--- config.mk ---
export PLATFORM = sky130hd
export DESIGN_NAME = mmio_kbd_responder_flat
export DESIGN_NICKNAME = d
export VERILOG_FILES = /design/src/rtl/mmio_kbd_responder_if.sv /design/src/rtl/mmio_kbd_responder.sv /design/src/flat_wrapper.sv
export SDC_FILE = /design/constraint.sdc
export NUM_CORES = 1
export LEC_CHECK = 0
export ABC_AREA = 1
export ABC_CLOCK_PERIOD_IN_PS = 3820
export CAP_MARGIN = 20
export CORE_MARGIN = 3
export CORE_UTILIZATION = 56
export DETAILED_ROUTE_END_ITERATION = 10
export PLACE_DENSITY = 0.78
export SKIP_LAST_GASP = 1
export SYNTH_ARGS = -nofsm -noshare
export SYNTH_HDL_FRONTEND = slang
export SYNTH_SLANG_ARGS = --single-unit
--- constraint.sdc ---
create_clock -name i_clk -period 3.82 [get_ports i_clk]
set_input_delay 0.573 -clock i_clk [delete_from_list [all_inputs] [get_ports i_clk]]
set_output_delay 0.573 -clock i_clk [all_outputs]
set_load 0.005 [all_outputs]
--- src/rtl/mmio_kbd_responder_if.sv ---
// rtl/mmio_kbd_responder_if.sv - CPU data-bus bundle for the memory-mapped PS/2 keyboard responder
interface mmio_kbd_responder_if;
    logic        ce;
    logic        we;
    logic [31:0] addr;
    logic [3:0]  sel;
    logic [31:0] data_i;
    logic [31:0] data_o;
    logic        hit;

    modport master (output ce, output we, output addr, output sel, output data_i,
                    input data_o, input hit);
    modport slave  (input ce, input we, input addr, input sel, input data_i,
                    output data_o, output hit);
endinterface

--- src/rtl/mmio_kbd_responder.sv ---
// rtl/mmio_kbd_responder.sv - PS/2 keyboard receiver with scan-code FIFO behind an 8-byte MMIO window
// Optional break-code filtering is built when KBD_BREAK_FILTER_EN is defined.
module mmio_kbd_responder #(
    parameter logic [31:0] BASE_ADDR = 32'h0020_0000,
    parameter int          FIFO_AW   = 4,
    parameter int          TIMEOUT   = 50000
) (
    input  logic                  i_clk,
    input  logic                  i_rst,
    mmio_kbd_responder_if.slave   bus,
    input  logic                  i_ps2_clk,
    input  logic                  i_ps2_data,
    output logic                  o_irq
);
    localparam int DEPTH = 1 << FIFO_AW;
    localparam int TW    = $clog2(TIMEOUT + 1);

    typedef enum logic [1:0] {ST_IDLE, ST_SHIFT, ST_CHECK} state_t;

    state_t             r_state, w_next;
    logic [1:0]         r_ps2c_sync, r_ps2d_sync;
    logic               r_ps2c_prev;
    logic [9:0]         r_shift;
    logic [3:0]         r_bitcnt;
    logic [TW-1:0]      r_tcnt;
    logic [7:0]         r_mem [DEPTH];
    logic [FIFO_AW-1:0] r_wr_ptr, r_rd_ptr;
    logic [FIFO_AW:0]   r_count;
    logic               r_ovf, r_perr, r_irq, r_rd_sel_d;
    logic [8:0]         r_hold;

    logic        w_fall, w_ps2d, w_check, w_valid, w_frame_ok, w_push;
    logic        w_full, w_empty, w_do_push, w_do_pop, w_pop;
    logic [31:0] w_off;
    logic        w_hit, w_rd_sel, w_wr_status;
    logic [31:0] w_status;
    logic        w_unused;

    assign w_ps2d = r_ps2d_sync[1];
    assign w_fall = r_ps2c_prev & ~r_ps2c_sync[1];

    always_ff @(posedge i_clk or negedge i_rst) begin
        if (!i_rst) begin
            r_ps2c_sync <= 2'b00;
            r_ps2d_sync <= 2'b00;
            r_ps2c_prev <= 1'b0;
        end else begin
            r_ps2c_sync <= {r_ps2c_sync[0], i_ps2_clk};
            r_ps2d_sync <= {r_ps2d_sync[0], i_ps2_data};
            r_ps2c_prev <= r_ps2c_sync[1];
        end
    end

    always_ff @(posedge i_clk or negedge i_rst) begin
        if (!i_rst) r_state <= ST_IDLE;
        else        r_state <= w_next;
    end

    always_comb begin
        w_next = r_state;
        case (r_state)
            ST_IDLE:  if (w_fall && !w_ps2d) w_next = ST_SHIFT;
            ST_SHIFT: begin
                if (w_fall && r_bitcnt == 4'd9)          w_next = ST_CHECK;
                else if (!w_fall && r_tcnt == TW'(TIMEOUT)) w_next = ST_IDLE;
            end
            ST_CHECK: w_next = ST_IDLE;
            default:  w_next = ST_IDLE;
        endcase
    end

    // Bits enter at the top so that after ten shifts d0 sits in bit 0 and stop in bit 9.
    always_ff @(posedge i_clk or negedge i_rst) begin
        if (!i_rst) begin
            r_shift  <= '0;
            r_bitcnt <= '0;
            r_tcnt   <= '0;
        end else if (r_state == ST_SHIFT) begin
            if (w_fall) begin
                r_shift  <= {w_ps2d, r_shift[9:1]};
                r_bitcnt <= r_bitcnt + 4'd1;
                r_tcnt   <= '0;
            end else begin
                r_tcnt   <= r_tcnt + TW'(1);
            end
        end else begin
            r_bitcnt <= '0;
            r_tcnt   <= '0;
        end
    end

    assign w_check    = (r_state == ST_CHECK);
    assign w_valid    = r_shift[9] & (^r_shift[8:0]);
    assign w_frame_ok = w_check & w_valid;

`ifdef KBD_BREAK_FILTER_EN
    logic r_pending;
    logic w_is_f0, w_is_e0;
    assign w_is_f0 = (r_shift[7:0] == 8'hF0);
    assign w_is_e0 = (r_shift[7:0] == 8'hE0);
    // F0 arms the filter; the following non-prefix byte (the break code) is swallowed.
    assign w_push  = w_frame_ok & ~w_is_f0 & (w_is_e0 | ~r_pending);

    always_ff @(posedge i_clk or negedge i_rst) begin
        if (!i_rst)                       r_pending <= 1'b0;
        else if (w_frame_ok && w_is_f0)   r_pending <= 1'b1;
        else if (w_frame_ok && !w_is_e0)  r_pending <= 1'b0;
    end
`else
    assign w_push = w_frame_ok;
`endif

    assign w_full    = (r_count == (FIFO_AW + 1)'(DEPTH));
    assign w_empty   = (r_count == '0);
    assign w_do_push = w_push & ~w_full;
    assign w_do_pop  = w_pop & ~w_empty;

    always_ff @(posedge i_clk) begin
        if (w_do_push) r_mem[r_wr_ptr] <= r_shift[7:0];
    end

    always_ff @(posedge i_clk or negedge i_rst) begin
        if (!i_rst) begin
            r_wr_ptr <= '0;
            r_rd_ptr <= '0;
            r_count  <= '0;
        end else begin
            if (w_do_push) r_wr_ptr <= r_wr_ptr + 1'b1;
            if (w_do_pop)  r_rd_ptr <= r_rd_ptr + 1'b1;
            if (w_do_push && !w_do_pop)      r_count <= r_count + 1'b1;
            else if (!w_do_push && w_do_pop) r_count <= r_count - 1'b1;
        end
    end

    assign w_off       = bus.addr - BASE_ADDR;
    assign w_hit       = bus.ce && (w_off < 32'd8);
    assign w_rd_sel    = w_hit & ~bus.we & ~bus.addr[2];
    assign w_pop       = w_rd_sel & ~r_rd_sel_d;
    assign w_wr_status = w_hit & bus.we & bus.addr[2] & bus.sel[0];

    // The popped word is latched so a long read keeps showing the byte it consumed.
    always_ff @(posedge i_clk or negedge i_rst) begin
        if (!i_rst) begin
            r_rd_sel_d <= 1'b0;
            r_hold     <= '0;
            r_ovf      <= 1'b0;
            r_perr     <= 1'b0;
            r_irq      <= 1'b0;
        end else begin
            r_rd_sel_d <= w_rd_sel;
            if (w_pop) r_hold <= w_empty ? 9'd0 : {1'b1, r_mem[r_rd_ptr]};
            if (w_push && w_full)                     r_ovf <= 1'b1;
            else if (w_wr_status && bus.data_i[2])    r_ovf <= 1'b0;
            if (w_check && !w_valid)                  r_perr <= 1'b1;
            else if (w_wr_status && bus.data_i[3])    r_perr <= 1'b0;
            r_irq <= ~w_empty;
        end
    end

    assign w_status = {16'd0, 8'(r_count), 4'd0, r_perr, r_ovf, w_full, ~w_empty};

    always_comb begin
        bus.data_o = 32'd0;
        if (w_hit) begin
            if (bus.addr[2])                 bus.data_o = w_status;
            else if (w_rd_sel && r_rd_sel_d) bus.data_o = {23'd0, r_hold};
            else if (!w_empty)               bus.data_o = {23'd0, 1'b1, r_mem[r_rd_ptr]};
        end
    end

    assign bus.hit  = w_hit;
    assign o_irq    = r_irq;
    assign w_unused = &{1'b0, bus.sel[3:1], bus.data_i[31:4], bus.data_i[1:0]};
endmodule

--- src/flat_wrapper.sv ---
// flat-port wrapper written by rule: the top's interface ports become plain ports
module mmio_kbd_responder_flat 
#(
    parameter logic [31:0] BASE_ADDR = 32'h0020_0000,
    parameter int          FIFO_AW   = 4,
    parameter int          TIMEOUT   = 50000
)
  (i_clk, i_rst, i_ps2_clk, i_ps2_data, o_irq, bus_ce, bus_we, bus_addr, bus_sel, bus_data_i, bus_data_o, bus_hit);
  mmio_kbd_responder_if bus_i ();
  input  logic i_clk;
  input  logic i_rst;
  input  logic i_ps2_clk;
  input  logic i_ps2_data;
  output logic o_irq;
  input wire logic [$bits(bus_i.ce)-1:0] bus_ce;
  input wire logic [$bits(bus_i.we)-1:0] bus_we;
  input wire logic [$bits(bus_i.addr)-1:0] bus_addr;
  input wire logic [$bits(bus_i.sel)-1:0] bus_sel;
  input wire logic [$bits(bus_i.data_i)-1:0] bus_data_i;
  output wire logic [$bits(bus_i.data_o)-1:0] bus_data_o;
  output wire logic [$bits(bus_i.hit)-1:0] bus_hit;
  assign bus_i.ce = bus_ce;
  assign bus_i.we = bus_we;
  assign bus_i.addr = bus_addr;
  assign bus_i.sel = bus_sel;
  assign bus_i.data_i = bus_data_i;
  assign bus_data_o = bus_i.data_o;
  assign bus_hit = bus_i.hit;
  mmio_kbd_responder #(.BASE_ADDR(BASE_ADDR), .FIFO_AW(FIFO_AW), .TIMEOUT(TIMEOUT)) u_core (.i_clk(i_clk), .i_rst(i_rst), .bus(bus_i), .i_ps2_clk(i_ps2_clk), .i_ps2_data(i_ps2_data), .o_irq(o_irq));
endmodule
After elaboration in Yosys (flattened, before gate mapping):

Memory sizes are Yosys's and may differ from the RTL's.
Cells that the tools add are included.

* reduce and logical (&&, ||, !) cells: 24
* $lt $le $gt $ge: 1
* add/subtract/negate cells: 7
* eq/ne operators: 8
* bitwise logic cells: 17
* muxes and demuxes: 21

Operator list (count)
* 2-to-1 mux 32 bit: 3
* < comparator 32 x 4 -> 1 bit, second input constant: 1
* 2-to-1 mux 16 bit: 2
* subtractor 32 x 22 -> 32 bit, second input constant: 1
* 2-to-1 mux 9 bit: 2
* adder 16 x 1 -> 16 bit, second input constant: 1
* == test 16 bit, second input constant: 1
* adder 4 x 1 -> 4 bit, second input constant: 3
* AND 1 bit: 11
* logical AND 1 bit: 11
* 2-to-1 mux 5 bit: 2
* parity 9 bit: 1
* 2-to-1 mux 4 bit: 2
* 2-to-1 mux 1 bit: 6
* 2-to-1 mux 2 bit: 3
* NOT 1 bit: 6
* nonzero test 2 bit: 3
* adder 5 x 1 -> 5 bit, second input constant: 1
* == test 5 bit, second input constant: 1
* logical NOT 1 bit: 5
* logical NOT 5 bit: 1
* subtractor 5 x 1 -> 5 bit, second input constant: 1
* == test 4 bit, second input constant: 1
* != test 2 x 1 -> 1 bit, second input constant: 2
* other kinds (6): 7

* bits in registers: 63
* output and inout port bits: 34
* RAM bits: 128
* memories: 1
* word-level logic and storage cells: 94

Memory list
* u_core.r_mem: words 16, width 8, read ports 1, clocked after Yosys merged registers in 0, write ports 1, line mmio_kbd_responder.sv:26 `logic [7:0] r_mem [DEPTH];`

Longest topological paths before layout:

* depth in word-level cells: 10
* gate-level depth with buffers: 21
* gate-level depth less buffers: 21

Worst setup path before layout:

OpenSTA, ideal clock, no wires.

* path kind: input to register
* start: in bus_addr[21]
* end: reg u_core.r_count[4]
* stages on the path: 21
* slack: 804 ps
* data arrival time: 2891 ps
* path buffers: 0
* cells stage by stage: inv_1 ha_1 nand2_1 inv_1 nand2_1 nor2_1 nand3_1 nor2_4 nand4_2 nor2_2 inv_1 ha_1 inv_1 ha_1 a21oi_1 nor2_1 nor2_1 nand2_1 nand2_1 nor2_1 xor2_1

* cells in the longest elaborated chain, start to end: 10
* elaborated cells on any way between the ends: 12
* classes of those cells: add/sub (1); order compare (1); mux (1); bitwise (4); reduce/logical (5)

RTL lines
* from (decl): line flat_wrapper.sv:17 `input wire logic [$bits(bus_i.addr)-1:0] bus_addr;`
* subtractor 32 x 22 -> 32 bit (*): line mmio_kbd_responder.sv:135 `assign w_off = bus.addr - BASE_ADDR;`
* < comparator 32 x 4 -> 1 bit (*): line mmio_kbd_responder.sv:136 `assign w_hit = bus.ce && (w_off < 32'd8);`
* logical AND 1 bit (*): line mmio_kbd_responder.sv:136
* via bus_hit: line flat_wrapper.sv:21 `output wire logic [$bits(bus_i.hit)-1:0] bus_hit;`
* AND 1 bit (*) (2 in series): line mmio_kbd_responder.sv:137 `assign w_rd_sel = w_hit & ~bus.we & ~bus.addr[2];`
* AND 1 bit (*): line mmio_kbd_responder.sv:138 `assign w_pop = w_rd_sel & ~r_rd_sel_d;`
* AND 1 bit (*): line mmio_kbd_responder.sv:116 `assign w_do_pop = w_pop & ~w_empty;`
* logical NOT 1 bit: line mmio_kbd_responder.sv:130 `if (w_do_push && !w_do_pop) r_count <= r_count + 1'b1;`
* logical AND 1 bit: line mmio_kbd_responder.sv:130
* 2-to-1 mux 5 bit / nonzero test 2 bit (equally long branches)
* to (signal assigned): line mmio_kbd_responder.sv:130
* to (signal assigned): line mmio_kbd_responder.sv:131 `else if (!w_do_push && w_do_pop) r_count <= r_count - 1'b1;`
* to (decl): line mmio_kbd_responder.sv:28 `logic [FIFO_AW:0] r_count;`

The timed path passes the listed nets; every way through them passes the cells marked *.
A chain may end at the register's enable or synchronous reset.

Worst setup path after layout:

* start: reg u_core.r_rd_ptr[0]
* end: out bus_data_o[0]

* cells in the longest elaborated chain, start to end: 5

RTL lines
* from (decl): line mmio_kbd_responder.sv:27 `logic [FIFO_AW-1:0] r_wr_ptr, r_rd_ptr;`
* from (signal assigned): line mmio_kbd_responder.sv:129 `if (w_do_pop) r_rd_ptr <= r_rd_ptr + 1'b1;`
* memory read (16 x 8 bit)
* 2-to-1 mux 9 bit: line mmio_kbd_responder.sv:167 `else if (!w_empty) bus.data_o = {23'd0, 1'b1, r_mem[r_rd_ptr]};`
* 2-to-1 mux 32 bit: line mmio_kbd_responder.sv:166 `else if (w_rd_sel && r_rd_sel_d) bus.data_o = {23'd0, r_hold};`
* 2-to-1 mux 32 bit: line mmio_kbd_responder.sv:165 `if (bus.addr[2]) bus.data_o = w_status;`
* 2-to-1 mux 32 bit: line mmio_kbd_responder.sv:164 `if (w_hit) begin`
* to (decl): line flat_wrapper.sv:20 `output wire logic [$bits(bus_i.data_o)-1:0] bus_data_o;`

Every way passes these cells.

==> flow_metrics.tcl <==
set metrics [dict create \
    clockRootBuffer "clkbuf_16" \
    syn_to_final_growth_pct 14.3 \
    synth.most_common_cell "nand2_1" \
    grt_setup_unrepaired "false" \
    wl_per_cell_microns 16.1 \
    maxCapViolCount 0 \
    firstDrtPassIters 5 \
    nets 1018 \
    pre_cts_slack_ns 0.214 \
    min_path_type "input port to asynchronous set/reset pin" \
    numCtsBuffers 17 \
    h-tree-depth 4 \
    die_h_microns 131 \
    cp_data_arrival_time_ns 2.97 \
    dr_total_vias 6178 \
    drt_iter0_drc 526 \
    drt-vias-per-instance 5.47 \
    grt_max_degree 68 \
    path_clk_slew_ns 0.07 \
    start_util_pct 57.4 \
    grt_use_total_pct 22.3 \
    finalWorstSetupSlack_ns 0.275 \
    hold_buffers 0 \
    fmax_ghz 0.282 \
    async_flop_share_pct 33.0 \
    synth_top_cell_by_area "edfxtp_1" \
    core_area_sq_um 15200 \
    post_cts_buffers 0 \
    synth_area_leaders "edfxtp_1, dfrtp_1, nand2_1, nor2_1, inv_1" \
    critPathCaptureType "primary output" \
    timing.hold.ws_ns 0.204 \
    num_rows 45 \
    cts_sinks 191 \
    clock_latency_ns 0.43 \
    routed_wl_mm 18.2 \
    cellLeakagePower_nw 4.07 \
    yosysTopAreaCellShare_pct 44.0 \
    yosysUniqueCellTypes 43 \
    dpl.hpwl_mm 12.3 \
    antenna_found_initial 0 \
    synthCells 871 \
    path_max_fanout 67 \
    period_minus_slack_ns 3.55 \
    slew_viol_final 0 \
    p_per_area_nw_per_um2 503 \
    yosysWarnings 0 \
    gp_congestion 0.834 \
    tightest_slew_ns 0.818 \
    numPortBuffers 53 \
    finClkSkew_ns 0.0142 \
    drc 0 \
    hold_violations 0 \
    finalSetupViolCount 0 \
    grt_pass1_wl_mm 28.8 \
    fin_crit_sh_pct 92.8 \
    ys_seq_area_share_pct 62.1 \
    synth_ff_type "edfxtp_1" \
    die_x_microns 131 \
    io_pins 108 \
    tns_ns 0 \
    grt.overflow.total 0 \
    clock_path_buffers 2 \
    synth_area_per_cell_sq_um 10.0 \
    synth-edff-count 128 \
    path_class "register to primary output" \
    ant_nets 0 \
    die_area_sq_um 17100 \
    synth_common_cells "nand2_1, edfxtp_1, nor2_1, inv_1, dfrtp_1" \
    start_kind "register" \
    n_antenna_cell 0 \
    peakVddDrop_mv 0.419 \
    synth_area_sq_um 8730 \
    cts_resized 0 \
    slew_headroom_pct 45.2 \
    drive_gt1_share_pct 6.90 \
    required_ns 3.25 \
    ys_ff_latch 191 \
    cts_tree "done" \
    fin_util_pct 65.6 \
    grt_pass1_vias 5659 \
    status "complete, no violations" \
]
-- critical path, cell delays in order, from the launching register on --
cell             delay, ns
dfrtp_2               0.36
buf_4                 0.58
o21ai_0               0.23
o22ai_1               0.23
nand2_1               0.08
nand2_1               0.08
nand2_1               0.08
nor2_1                0.21
nand2_1               0.07
nand3_1               0.07
clkdlybuf4s50_1       0.52
-- per-stage QoR --
stage | instances | power [W] | area [sq um]
2_1_floorplan | 889 | 0.00304 | 8800
3_3_place_gp | 1098 | 0.00331 | 9400
3_5_place_dp | 1098 | 0.00335 | 9400
4_1_cts | 1130 | 0.00504 | 9980
5_1_grt | 1130 | 0.00523 | 9980
6_report | 1130 | 0.00502 | 9980
-- cell families after synthesis --
family	after synthesis	share of synthesized area (%)
fa+ha+maj	15	2.24
flops	191	62.1
xor+xnor	13	1.30
buf+inv	127	6.65
compound gates	128	8.07
other cells	1	0.0430
mux	8	0.932
simple gates	388	18.7
-- routing by layer --
layer	vias up	track usage [%]	part of all wire, %
li1	2993	-	-
met2	224	34.5	48
met3	35	5.20	6.4
met1	2926	30.8	43
met4	0	8.89	2.9
met5	-	0	0
-- placed cells by master (no fill, tap or decap), types with 2 or more instances in the layout --
master / instances
o22ai_1: 12
inv_6: 4
inv_1: 78
clkbuf_16: 19
o21ai_0: 53
nand4_1: 6
dfrtp_1: 62
inv_4: 3
nand3_1: 40
inv_8: 2
a21oi_1: 45
ha_1: 14
nor2_1: 100
nor3_1: 10
nand2_1: 213
buf_4: 14
a211oi_1: 5
nor4_1: 4
conb_1: 19
nor2_2: 5
xnor2_1: 5
nor2_4: 3
mux2i_1: 7
nand3_2: 2
xor2_1: 8
inv_2: 2
edfxtp_1: 128
clkdlybuf4s50_1: 52
o211ai_1: 5
-- sequential cells by signal, summed over array words and instances (netlist names), 4 cells and up --
| signal | cells |
|---|---|
| u_core.r_bitcnt | 4 |
| u_core.r_wr_ptr | 4 |
| u_core.r_tcnt | 16 |
| u_core.r_mem | 128 |
| u_core.r_count | 5 |
| u_core.r_hold | 9 |
| u_core.r_shift | 10 |
| u_core.r_rd_ptr | 4 |
-- worst paths after layout --
path	slack, ns	cells past startpoint	start	end
max in group asynchronous	2.71	2	i_rst	u_core.r_wr_ptr[1]
worst max-delay path	0.27	10	u_core.r_rd_ptr[0]	bus_data_o[0]
worst min register to register	0.36	0	u_core.r_ps2c_sync[0]	u_core.r_ps2c_sync[1]
min in group i_clk	0.36	0	u_core.r_ps2c_sync[0]	u_core.r_ps2c_sync[1]
worst min-delay path	0.20	1	i_rst	u_core.r_count[2]
worst max register to register	0.43	17	u_core.r_shift[3]	u_core.r_count[4]
-- report_power, final --
group	internal (W)	switching (W)
sequential	0.00250	0.000146
combinational	0.000231	0.000439
clock	0.000926	0.000778
total	0.00366	0.00136
-- cell type report --
class / instances / area [sq um]
clock inverters: 12 / 92.6
well taps: 188 / 235
clock buffers: 20 / 479
repair buffers: 68 / 651
multi-input cells: 571 / 2800
fillers: 1167 / 5230
flip-flops and latches: 191 / 5420
inverters: 80 / 300
(Power assumes the default switching activity.)
